$ cat src/rtl/pmod8led2_pkg.sv
// pmod8led2_pkg: shared definitions for the bicolour 8-LED pmod driver.
//   - state_e   : colour-phase FSM encoding
//   - GAMMA     : 16-entry brightness curve, used when PMOD8LED2_GAMMA_EN is defined
//   - *_DEF     : default timing parameters (25 MHz clock, ~1 kHz frame rate)
//   - SLOT_W    : width of the PWM slot index
//   - cyc_width : width of the per-slot / dead-time cycle counter
package pmod8led2_pkg;

  localparam int SLOT_CYC_DEF  = 781;
  localparam int PWM_STEPS_DEF = 16;
  localparam int DEAD_CYC_DEF  = 8;
  localparam int LED_N         = 8;
  localparam int SLOT_W        = $clog2(PWM_STEPS_DEF);

  typedef enum logic [1:0] {
    ST_G   = 2'd0,
    ST_DGR = 2'd1,
    ST_R   = 2'd2,
    ST_DRG = 2'd3
  } state_e;

  localparam logic [3:0] GAMMA [16] = '{
    4'd0, 4'd1, 4'd1, 4'd1, 4'd2, 4'd2, 4'd3, 4'd3,
    4'd4, 4'd5, 4'd6, 4'd7, 4'd9, 4'd11, 4'd13, 4'd15
  };

  // The cycle counter is shared by the PWM slots and the dead time, so it
  // must hold the larger of the two terminal counts.
  function automatic int cyc_width(input int slot_cyc, input int dead_cyc);
    int m;
    m = (slot_cyc > dead_cyc) ? slot_cyc : dead_cyc;
    return (m > 1) ? $clog2(m) : 1;
  endfunction

endpackage

$ cat src/rtl/pmod8led2_pwm_timer.sv
// pmod8led2_pwm_timer: cycle and slot counters for one colour phase.
//   clk, rst_n : clock, asynchronous active-low reset
//   dead       : 1 while the FSM is in a dead-time state
//   slot       : current PWM slot within the colour phase
//   slot_end   : last clock of the current slot (colour phases only)
//   phase_end  : last clock of the current phase; both counters clear after it
module pmod8led2_pwm_timer
  import pmod8led2_pkg::*;
#(
  parameter int SLOT_CYC  = SLOT_CYC_DEF,
  parameter int PWM_STEPS = PWM_STEPS_DEF,
  parameter int DEAD_CYC  = DEAD_CYC_DEF
) (
  input  logic              clk,
  input  logic              rst_n,
  input  logic              dead,
  output logic [SLOT_W-1:0] slot,
  output logic              slot_end,
  output logic              phase_end
);

  localparam int CNT_W = cyc_width(SLOT_CYC, DEAD_CYC);
  localparam logic [CNT_W-1:0]  SLOT_LAST = CNT_W'(SLOT_CYC - 1);
  localparam logic [CNT_W-1:0]  DEAD_LAST = CNT_W'(DEAD_CYC - 1);
  localparam logic [SLOT_W-1:0] STEP_LAST = SLOT_W'(PWM_STEPS - 1);

  logic [CNT_W-1:0]  cyc_q, cyc_d;
  logic [SLOT_W-1:0] slot_q, slot_d;

  always_comb begin
    slot_end  = ~dead & (cyc_q == SLOT_LAST);
    phase_end = dead ? (cyc_q == DEAD_LAST) : (slot_end & (slot_q == STEP_LAST));
    cyc_d     = cyc_q + 1'b1;
    slot_d    = slot_q;
    if (phase_end) begin
      cyc_d  = '0;
      slot_d = '0;
    end else if (slot_end) begin
      cyc_d  = '0;
      slot_d = slot_q + 1'b1;
    end
  end

  always_ff @(posedge clk or negedge rst_n) begin
    if (!rst_n) begin
      cyc_q  <= '0;
      slot_q <= '0;
    end else begin
      cyc_q  <= cyc_d;
      slot_q <= slot_d;
    end
  end

  assign slot = slot_q;

endmodule

$ cat src/rtl/pmod8led2_drv.sv
// pmod8led2_drv: output stage for the bicolour 8-LED pmod.
// Frames (green, red, brightness) arrive over valid/ready into a one-deep
// pending buffer and are copied to the shadow registers on the last clock of
// ST_DRG, so a frame is never changed part-way through. Green and red are
// time-multiplexed with all-off dead time between them and PWM-dimmed.
//   clk, rst_n  : clock, asynchronous active-low reset
//   in_valid    : frame offered
//   in_ready    : pending buffer empty
//   in_g, in_r  : green / red patterns, bit i drives LED i
//   in_bright   : 0 = off .. 15 = 15/16 duty
//   pmodledg/r  : registered pins, pin i = LED i
//   frame_start : one-clock pulse on the first clock of each ST_G
// Handshake: a frame transfers on any rising clk edge where in_valid and
// in_ready are both high; in_ready depends only on the pending flag.
// Build option: define PMOD8LED2_GAMMA_EN to map brightness through GAMMA.
module pmod8led2_drv
  import pmod8led2_pkg::*;
#(
  parameter int SLOT_CYC  = SLOT_CYC_DEF,
  parameter int PWM_STEPS = PWM_STEPS_DEF,
  parameter int DEAD_CYC  = DEAD_CYC_DEF
) (
  input  logic       clk,
  input  logic       rst_n,
  input  logic       in_valid,
  output logic       in_ready,
  input  logic [7:0] in_g,
  input  logic [7:0] in_r,
  input  logic [3:0] in_bright,
  output logic [0:7] pmodledg,
  output logic [0:7] pmodledr,
  output logic       frame_start
);

  state_e state_q, state_d;

  logic       pend_vld_q, pend_vld_d;
  logic [7:0] pend_g_q, pend_g_d, pend_r_q, pend_r_d;
  logic [3:0] pend_bright_q, pend_bright_d;
  logic [7:0] sh_g_q, sh_g_d, sh_r_q, sh_r_d;
  logic [3:0] sh_bright_q, sh_bright_d;
  logic [0:7] led_g_q, led_g_d, led_r_q, led_r_d;
  logic       frame_start_q, frame_start_d;

  logic              dead, accept, boundary, lit;
  logic [SLOT_W-1:0] slot;
  logic              slot_end, phase_end;
  logic [3:0]        duty;

  // slot_end is exported by the timer for observability; nothing here needs it.
  logic unused_slot_end;
  assign unused_slot_end = slot_end;

  assign dead = (state_q == ST_DGR) || (state_q == ST_DRG);

  pmod8led2_pwm_timer #(
    .SLOT_CYC  (SLOT_CYC),
    .PWM_STEPS (PWM_STEPS),
    .DEAD_CYC  (DEAD_CYC)
  ) u_timer (
    .clk       (clk),
    .rst_n     (rst_n),
    .dead      (dead),
    .slot      (slot),
    .slot_end  (slot_end),
    .phase_end (phase_end)
  );

`ifdef PMOD8LED2_GAMMA_EN
  assign duty = GAMMA[sh_bright_q];
`else
  assign duty = sh_bright_q;
`endif

  assign in_ready = ~pend_vld_q;
  assign accept   = in_valid & ~pend_vld_q;
  assign boundary = (state_q == ST_DRG) & phase_end;
  assign lit      = (slot < duty);

  always_comb begin
    state_d = state_q;
    if (phase_end) begin
      case (state_q)
        ST_G:    state_d = ST_DGR;
        ST_DGR:  state_d = ST_R;
        ST_R:    state_d = ST_DRG;
        default: state_d = ST_G;
      endcase
    end
  end

  // accept needs pend_vld_q = 0 and the boundary copy needs pend_vld_q = 1,
  // so the two never happen on the same clock and a held frame is never
  // overwritten.
  always_comb begin
    pend_vld_d    = pend_vld_q;
    pend_g_d      = pend_g_q;
    pend_r_d      = pend_r_q;
    pend_bright_d = pend_bright_q;
    sh_g_d        = sh_g_q;
    sh_r_d        = sh_r_q;
    sh_bright_d   = sh_bright_q;
    if (accept) begin
      pend_vld_d    = 1'b1;
      pend_g_d      = in_g;
      pend_r_d      = in_r;
      pend_bright_d = in_bright;
    end else if (boundary && pend_vld_q) begin
      pend_vld_d  = 1'b0;
      sh_g_d      = pend_g_q;
      sh_r_d      = pend_r_q;
      sh_bright_d = pend_bright_q;
    end
  end

  always_comb begin
    led_g_d       = '0;
    led_r_d       = '0;
    frame_start_d = boundary;
    for (int i = 0; i < LED_N; i++) begin
      led_g_d[i] = (state_q == ST_G) & sh_g_q[i] & lit;
      led_r_d[i] = (state_q == ST_R) & sh_r_q[i] & lit;
    end
  end

  always_ff @(posedge clk or negedge rst_n) begin
    if (!rst_n) begin
      state_q       <= ST_G;
      pend_vld_q    <= 1'b0;
      pend_g_q      <= '0;
      pend_r_q      <= '0;
      pend_bright_q <= '0;
      sh_g_q        <= '0;
      sh_r_q        <= '0;
      sh_bright_q   <= '0;
      led_g_q       <= '0;
      led_r_q       <= '0;
      frame_start_q <= 1'b0;
    end else begin
      state_q       <= state_d;
      pend_vld_q    <= pend_vld_d;
      pend_g_q      <= pend_g_d;
      pend_r_q      <= pend_r_d;
      pend_bright_q <= pend_bright_d;
      sh_g_q        <= sh_g_d;
      sh_r_q        <= sh_r_d;
      sh_bright_q   <= sh_bright_d;
      led_g_q       <= led_g_d;
      led_r_q       <= led_r_d;
      frame_start_q <= frame_start_d;
    end
  end

  assign pmodledg    = led_g_q;
  assign pmodledr    = led_r_q;
  assign frame_start = frame_start_q;

endmodule

$ cat config.mk
export PLATFORM = sky130hd
export DESIGN_NAME = pmod8led2_drv
export DESIGN_NICKNAME = d
export VERILOG_FILES = /design/src/rtl/pmod8led2_pkg.sv /design/src/rtl/pmod8led2_pwm_timer.sv /design/src/rtl/pmod8led2_drv.sv
export SDC_FILE = /design/constraint.sdc
export NUM_CORES = 1
export LEC_CHECK = 0
export BUFFER_PORTS_ARGS = -buffer_cell sky130_fd_sc_hd__clkbuf_2
export CAP_MARGIN = 40
export CORE_MARGIN = 2
export CORE_UTILIZATION = 45
export CTS_CLUSTER_DIAMETER = 120
export DETAILED_ROUTE_END_ITERATION = 12
export SYNTH_ARGS = -nofsm -noshare
export SYNTH_HDL_FRONTEND = slang
export SYNTH_HIERARCHICAL = 1
export SYNTH_SLANG_ARGS = --single-unit
export TNS_END_PERCENT = 100
$ cat constraint.sdc
create_clock -name clk -period 5.6 [get_ports clk]
set_input_delay 1.12 -clock clk [delete_from_list [all_inputs] [get_ports clk]]
set_output_delay 1.12 -clock clk [all_outputs]
set_load 0.01 [all_outputs]
# Yosys cells after proc, flatten, opt, wreduce, memory -nomap -nowiden
# Index checks and enable logic that the tools add are counted.
totals:
  reg_bits: 74
  out_inout_bits: 18
op_classes:
  addsub: 2
  order_cmp: 1
  n_eq_ne: 6
  muxes: 8
  bitwise_logic: 39
  reduce_logical: 6
ops:
  columns: ["operator", "n"]
  rows:
  - ["1-bit AND", 36]
  - ["10-bit 2-to-1 mux", 2]
  - ["10-bit by 1-bit adder with 10-bit output (second input constant)", 1]
  - ["10-bit == test (second input constant)", 1]
  - ["10-bit by 3-bit == test with 1-bit output (second input constant)", 1]
  - ["4-bit 2-to-1 mux", 2]
  - ["2-bit case mux with 3 select lines", 1]
  - ["4-bit by 1-bit adder with 4-bit output (second input constant)", 1]
  - ["2-bit == test (second input constant)", 2]
  - ["4-bit == test (second input constant)", 1]
  - ["4-bit less-than comparator", 1]
  - ["2-bit nonzero test", 2]
  - ["1-bit 2-to-1 mux", 3]
  - ["1-bit inverter", 3]
  - ["2-bit by 1-bit == test with 1-bit output (second input constant)", 1]
  - ["2-bit logical NOT", 1]
  - ["2-bit AND reduction", 1]
  - ["1-bit logical AND", 1]
  - ["1-bit logical OR", 1]

# Depth between registers and ports, before layout
depth:
  ltp_word: 10
  depth_mapped: 10

# Modules after synthesis
# The synthesis kept the hierarchy.
modules_own_cells:
  columns: ["module", "n_inst", "cells_each", "area_each_um2"]
  rows:
  - ["pmod8led2_drv", 1, 156, 2388.5]
  - ["pmod8led2_pwm_timer", 1, 74, 734.5]

# Worst setup path after synthesis
# OpenSTA, ideal clock, no wires.
synth_timing:
  path_type: "reg2reg"
  from: "reg state_q[0]"
  to: "reg sh_bright_q[0], in the netlist duty[0]"
  t_arrival_ns: 2.443
  t_required_ns: 5.475
  setup_slack_ns: 3.032
  path_stages_with_launch: 10
  n_path_buf: 1
  period_less_slack_ns: 2.568
  cell_sequence: "dfrtp_1 > ha_1 > or2_2 > nand4b_1 > or3_1 > a21oi_1 > and2_4 > nand2_4 > buf_6 > mux2_4"
synth_between:
  elab_chain_len: 9
  elab_cells_between_ends: 10
  cone_classes: "eq/ne: 2; mux: 1; bitwise: 4; reduce/logical: 3"
synth_rtl:
  columns: ["element", "line", "source"]
  rows:
  - ["start, declared", "pmod8led2_drv.sv:35", "state_e state_q, state_d;"]
  - ["start signal, assigned", "pmod8led2_drv.sv:140", "state_q <= state_d;"]
  - ["2-bit by 1-bit == test with 1-bit output / 2-bit == test (equally long branches)", "pmod8led2_drv.sv:54", "assign dead = (state_q == ST_DGR) || (state_q == ST_DRG);"]
  - ["1-bit logical OR (*)", "pmod8led2_drv.sv:54", null]
  - ["named net dead", "pmod8led2_drv.sv:45", "logic dead, accept, boundary, lit;"]
  - ["1-bit inverter", "pmod8led2_pwm_timer.sv:31", "slot_end = ~dead & (cyc_q == SLOT_LAST);"]
  - ["1-bit AND", "pmod8led2_pwm_timer.sv:31", null]
  - ["1-bit AND", "pmod8led2_pwm_timer.sv:32", "phase_end = dead ? (cyc_q == DEAD_LAST) : (slot_end & (slot_q == STEP_LAST));"]
  - ["1-bit 2-to-1 mux (*)", "pmod8led2_pwm_timer.sv:32", null]
  - ["named net phase_end", "pmod8led2_drv.sv:47", "logic slot_end, phase_end;"]
  - ["1-bit AND (*)", "pmod8led2_drv.sv:77", "assign boundary = (state_q == ST_DRG) & phase_end;"]
  - ["named net boundary", "pmod8led2_drv.sv:45", null]
  - ["1-bit logical AND (*)", "pmod8led2_drv.sv:108", "end else if (boundary && pend_vld_q) begin"]
  - ["2-bit AND reduction (no line) (*)", null, null]
  - ["end signal, assigned", "pmod8led2_drv.sv:147", "sh_bright_q <= sh_bright_d;"]
  - ["end, declared", "pmod8led2_drv.sv:41", "logic [3:0] sh_bright_q, sh_bright_d;"]
# Mark *: on every way through the listed nets, which the timed path passes. The rest lies on a longest branch.
# A chain may end at the register's enable or synchronous reset.

# Final worst setup path
layout_timing:
  from: "reg state_q[0]"
  to: "reg sh_g_q[7]"
layout_between:
  elab_chain_len: 9
  elab_cells_between_ends: 10
  cone_classes: "eq/ne: 2; mux: 1; bitwise: 4; reduce/logical: 3"
layout_rtl:
  columns: ["element", "line", "source"]
  rows:
  - ["2-bit by 1-bit == test with 1-bit output / 2-bit == test (equally long branches)", "pmod8led2_drv.sv:54", null]
  - ["1-bit logical OR (*)", "pmod8led2_drv.sv:54", null]
  - ["named net dead", "pmod8led2_drv.sv:45", null]
  - ["1-bit inverter", "pmod8led2_pwm_timer.sv:31", null]
  - ["1-bit AND", "pmod8led2_pwm_timer.sv:31", null]
  - ["1-bit AND", "pmod8led2_pwm_timer.sv:32", null]
  - ["1-bit 2-to-1 mux (*)", "pmod8led2_pwm_timer.sv:32", null]
  - ["named net phase_end", "pmod8led2_drv.sv:47", null]
  - ["1-bit AND (*)", "pmod8led2_drv.sv:77", null]
  - ["named net boundary", "pmod8led2_drv.sv:45", null]
  - ["1-bit logical AND (*)", "pmod8led2_drv.sv:108", null]
  - ["2-bit AND reduction (no line) (*)", null, null]
  - ["end signal, assigned", "pmod8led2_drv.sv:145", "sh_g_q <= sh_g_d;"]
  - ["end, declared", "pmod8led2_drv.sv:40", "logic [7:0] sh_g_q, sh_g_d, sh_r_q, sh_r_d;"]
# Marked as above.

==> results.json <==
{
  "cts_tree": "done",
  "boundaryPins": 41,
  "clkTransAtPathRegs_ns": 0.08,
  "drive_gt1_share_pct": 37.4,
  "setup_slack_ns": 2.79,
  "drc": 0,
  "layout.cells.non_filler": 361,
  "path_cells": "ha_1 -> or2_2 -> nand4b_1 -> or3_1 -> a21oi_1 -> and2_4 -> nand2_4 -> mux2_4",
  "maxSlewViolCount": 0,
  "p_total_w": 0.00109,
  "syn-cell-area_um2": 3120,
  "synthCells": 230,
  "p_leak_nw": 1.85,
  "r2r_cells": 8,
  "cts_buffers": 9,
  "synth_nets": 263,
  "die_area_um2": 7620,
  "rsz0062_at_grt": "false",
  "vias_per_cell": 4.97,
  "report.final.hold_viol_count": 0,
  "yosysMostFrequentCell": "dfrtp_1",
  "synth_common_cells": "dfrtp_1 (74), mux2_2 (21), mux2_4 (19), nor2_1 (16), nand3_1 (15)",
  "synthMuxAreaShare_pct": 17.0,
  "synth_compound_area_share_pct": 2.64,
  "ys_types": 38,
  "fillers": 595,
  "yosys.area_share.adder_pct": 4.01,
  "powerDensity_nw_per_um2": 299,
  "crit_buf_inv": 0,
  "grt_pass1_wl_um": 8980,
  "track_usage_pct": 15.9,
  "num_rows": 30,
  "max-slew-margin-rel_pct": 70.4,
  "nNetsFinal": 309,
  "crit_slowest_cell": "dfrtp_1",
  "root_buffer": "clkbuf_8",
  "crit_cells": 8,
  "startpoint_type": "flip-flop",
  "vias": 1793,
  "synth_xor_area_share_pct": 2.24,
  "cts_setup_buffers": 0,
  "multi_input_area_um2": 1180,
  "finalSetupViolCount": 0,
  "skew_ns": 0.00793,
  "postCtsHoldBufs": 0,
  "cts.htree.levels": 3,
  "worst_hold_path_type": "reg -> reg",
  "numClockSinks": 74,
  "ir_worst_vdd_mv": 0.154,
  "crit_end": "sh_g_q[7]",
  "grt-ovfl-total": 0,
  "fin_tns_setup_ns": 0,
  "dieWidth_um": 87.3,
  "ys_top_cells_by_area": "dfrtp_1 (59%), mux2_4 (9.1%), mux2_2 (7.6%)",
  "start_util_pct": 46.2,
  "tightestPinTransition_ns": 0.442,
  "ant_nets": 0,
  "finalCritPeriodShare_pct": 50.2,
  "wl_um": 5140,
  "ys.flop_type": "dfrtp_1",
  "synth_top_family_by_area": "multiplexers",
  "cts_resized": 0,
  "dp.cells": 345,
  "arrival_ns": 3.04,
  "ys_warn_count": 6,
  "clock_insertion_delay_worst_skew_ns": 0.35,
  "synth_edf_count": 0,
  "path_delay_family": "simple AND/OR/NAND/NOR gates",
  "yosys.area.top_type": "dfrtp_1",
  "diodes": 0,
  "critPathLaunch": "state_q[0]",
  "slowest_delay_ns": 0.40,
  "crit-reg2reg-launch": "state_q[0]",
  "synthSimpleGateAreaFrac_pct": 12.0,
  "gp_congestion": 0.808,
  "crit_fanout": 21,
  "place_ws_ns": 2.79,
  "finalCriticalPeriod_ns": 2.81,
  "ctsLongestPathBuffers": 2,
  "ys_seq_area_share_pct": 59.3,
  "antenna_found_initial": 0,
  "drt_iter0_drc": 98,
  "dr.pass1.iters": 4,
  "ys_seq_elements": 74,
  "outcome": "complete, no violations",
  "dpl.hpwl_um": 3570,
  "grt_pass1_vias": 1791,
  "timing.rr.end": "sh_g_q[7]",
  "regArea_um2": 1850,
  "syn_avg_cell_area_um2": 13.6,
  "max_freq_mhz": 356,
  "die_h_um": 87.3,
  "async_flop_share_pct": 100,
  "required_ns": 5.84,
  "path_class": "reg -> reg",
  "synthToLayoutAreaGrowth_pct": 17.2,
  "fin_util_pct": 54.2,
  "cp-end-kind": "flip-flop",
  "r2r_slack_ns": 2.79,
  "grt_max_degree": 47,
  "synth_top_area_share_pct": 59.3,
  "io_buffers": 40,
  "wl_per_cell_um": 14.2,
  "max_cap_violations": 0,
  "coreArea_um2": 6760
}
[cells by family after synthesis]
kind of cell | Yosys count
compound gates | 12
simple gates | 68
flops | 74
mux | 41
buf+inv | 17
fa+ha+maj | 10
xor+xnor | 8
[through the flow]
step                      hold WS (ns)  cell area (µm²)
after floorplan                  0.447             3120
after global placement           0.470             3380
after detailed placement         0.466             3420
after CTS                        0.483             3660
after global routing             0.512             3660
final                            0.484             3660
[state kept, by name (all words and copies together), names as in the netlist]
signal and flops:
duty 4, sh_r_q 8, pend_r_q 8, state_q 2
frame_start 1, pmodledr 8, u_timer/cyc_q 10, pend_vld_q 1
pend_bright_q 4, u_timer/slot 4, pend_g_q 8, pmodledg 8
sh_g_q 8
[power by group]
group           total, W  internal (W)  switching, W
clock network   0.000499      0.000298      0.000202
registers       0.000558      0.000551    0.00000785
logic          0.0000357     0.0000199     0.0000158
[placed cells by master, fill, tap and decap left out, types with 2 or more instances in the layout]
cell type / Yosys / layout
dfrtp_1: 74 / 74
clkbuf_2: 0 / 39
mux2_2: 21 / 21
mux2_4: 19 / 19
nor2_1: 16 / 16
nand3_1: 15 / 15
inv_1: 10 / 10
ha_1: 10 / 10
nand2_1: 9 / 9
clkbuf_8: 0 / 9
and2_1: 8 / 8
o21ai_0: 4 / 4
nand4_1: 4 / 4
xor2_1: 4 / 4
xnor2_1: 4 / 4
bufinv_16: 0 / 3
o211ai_1: 2 / 2
a21oi_2: 2 / 2
or2_2: 2 / 2
clkinv_4: 0 / 2
nand4b_1: 2 / 2
[how the worst min path moves through the flow]
stage | start | to | slack [ns] | cells after the start
after floorplan | sh_g_q[0] | pmodledg[0] | 0.45 | 1
after global placement | sh_g_q[2] | pmodledg[2] | 0.47 | 1
after detailed placement | sh_g_q[0] | pmodledg[0] | 0.47 | 1
after CTS | sh_g_q[7] | pmodledg[7] | 0.48 | 1
after global routing | sh_g_q[7] | pmodledg[7] | 0.51 | 1
final | sh_g_q[0] | pmodledg[0] | 0.48 | 1
[routing by layer]
metal	GRT usage, %	wire length [µm]	vias to the layer above
met2	21.1	2190	34
li1	-	-	886
met3	6.16	218	6
met5	0	0	-
met4	6.71	76	0
met1	23.1	2660	867
[layout make-up]
cell class	count	area share, %
Clock buffer	10	3.49
Multi-Input combinational cell	139	32.3
Clock inverter	6	3.14
Timing Repair Buffer	42	6.70
Sequential cell	74	50.6
Tap cell	80	2.73
Inverter	10	1.03
Power figures use the tool's default switching activity.
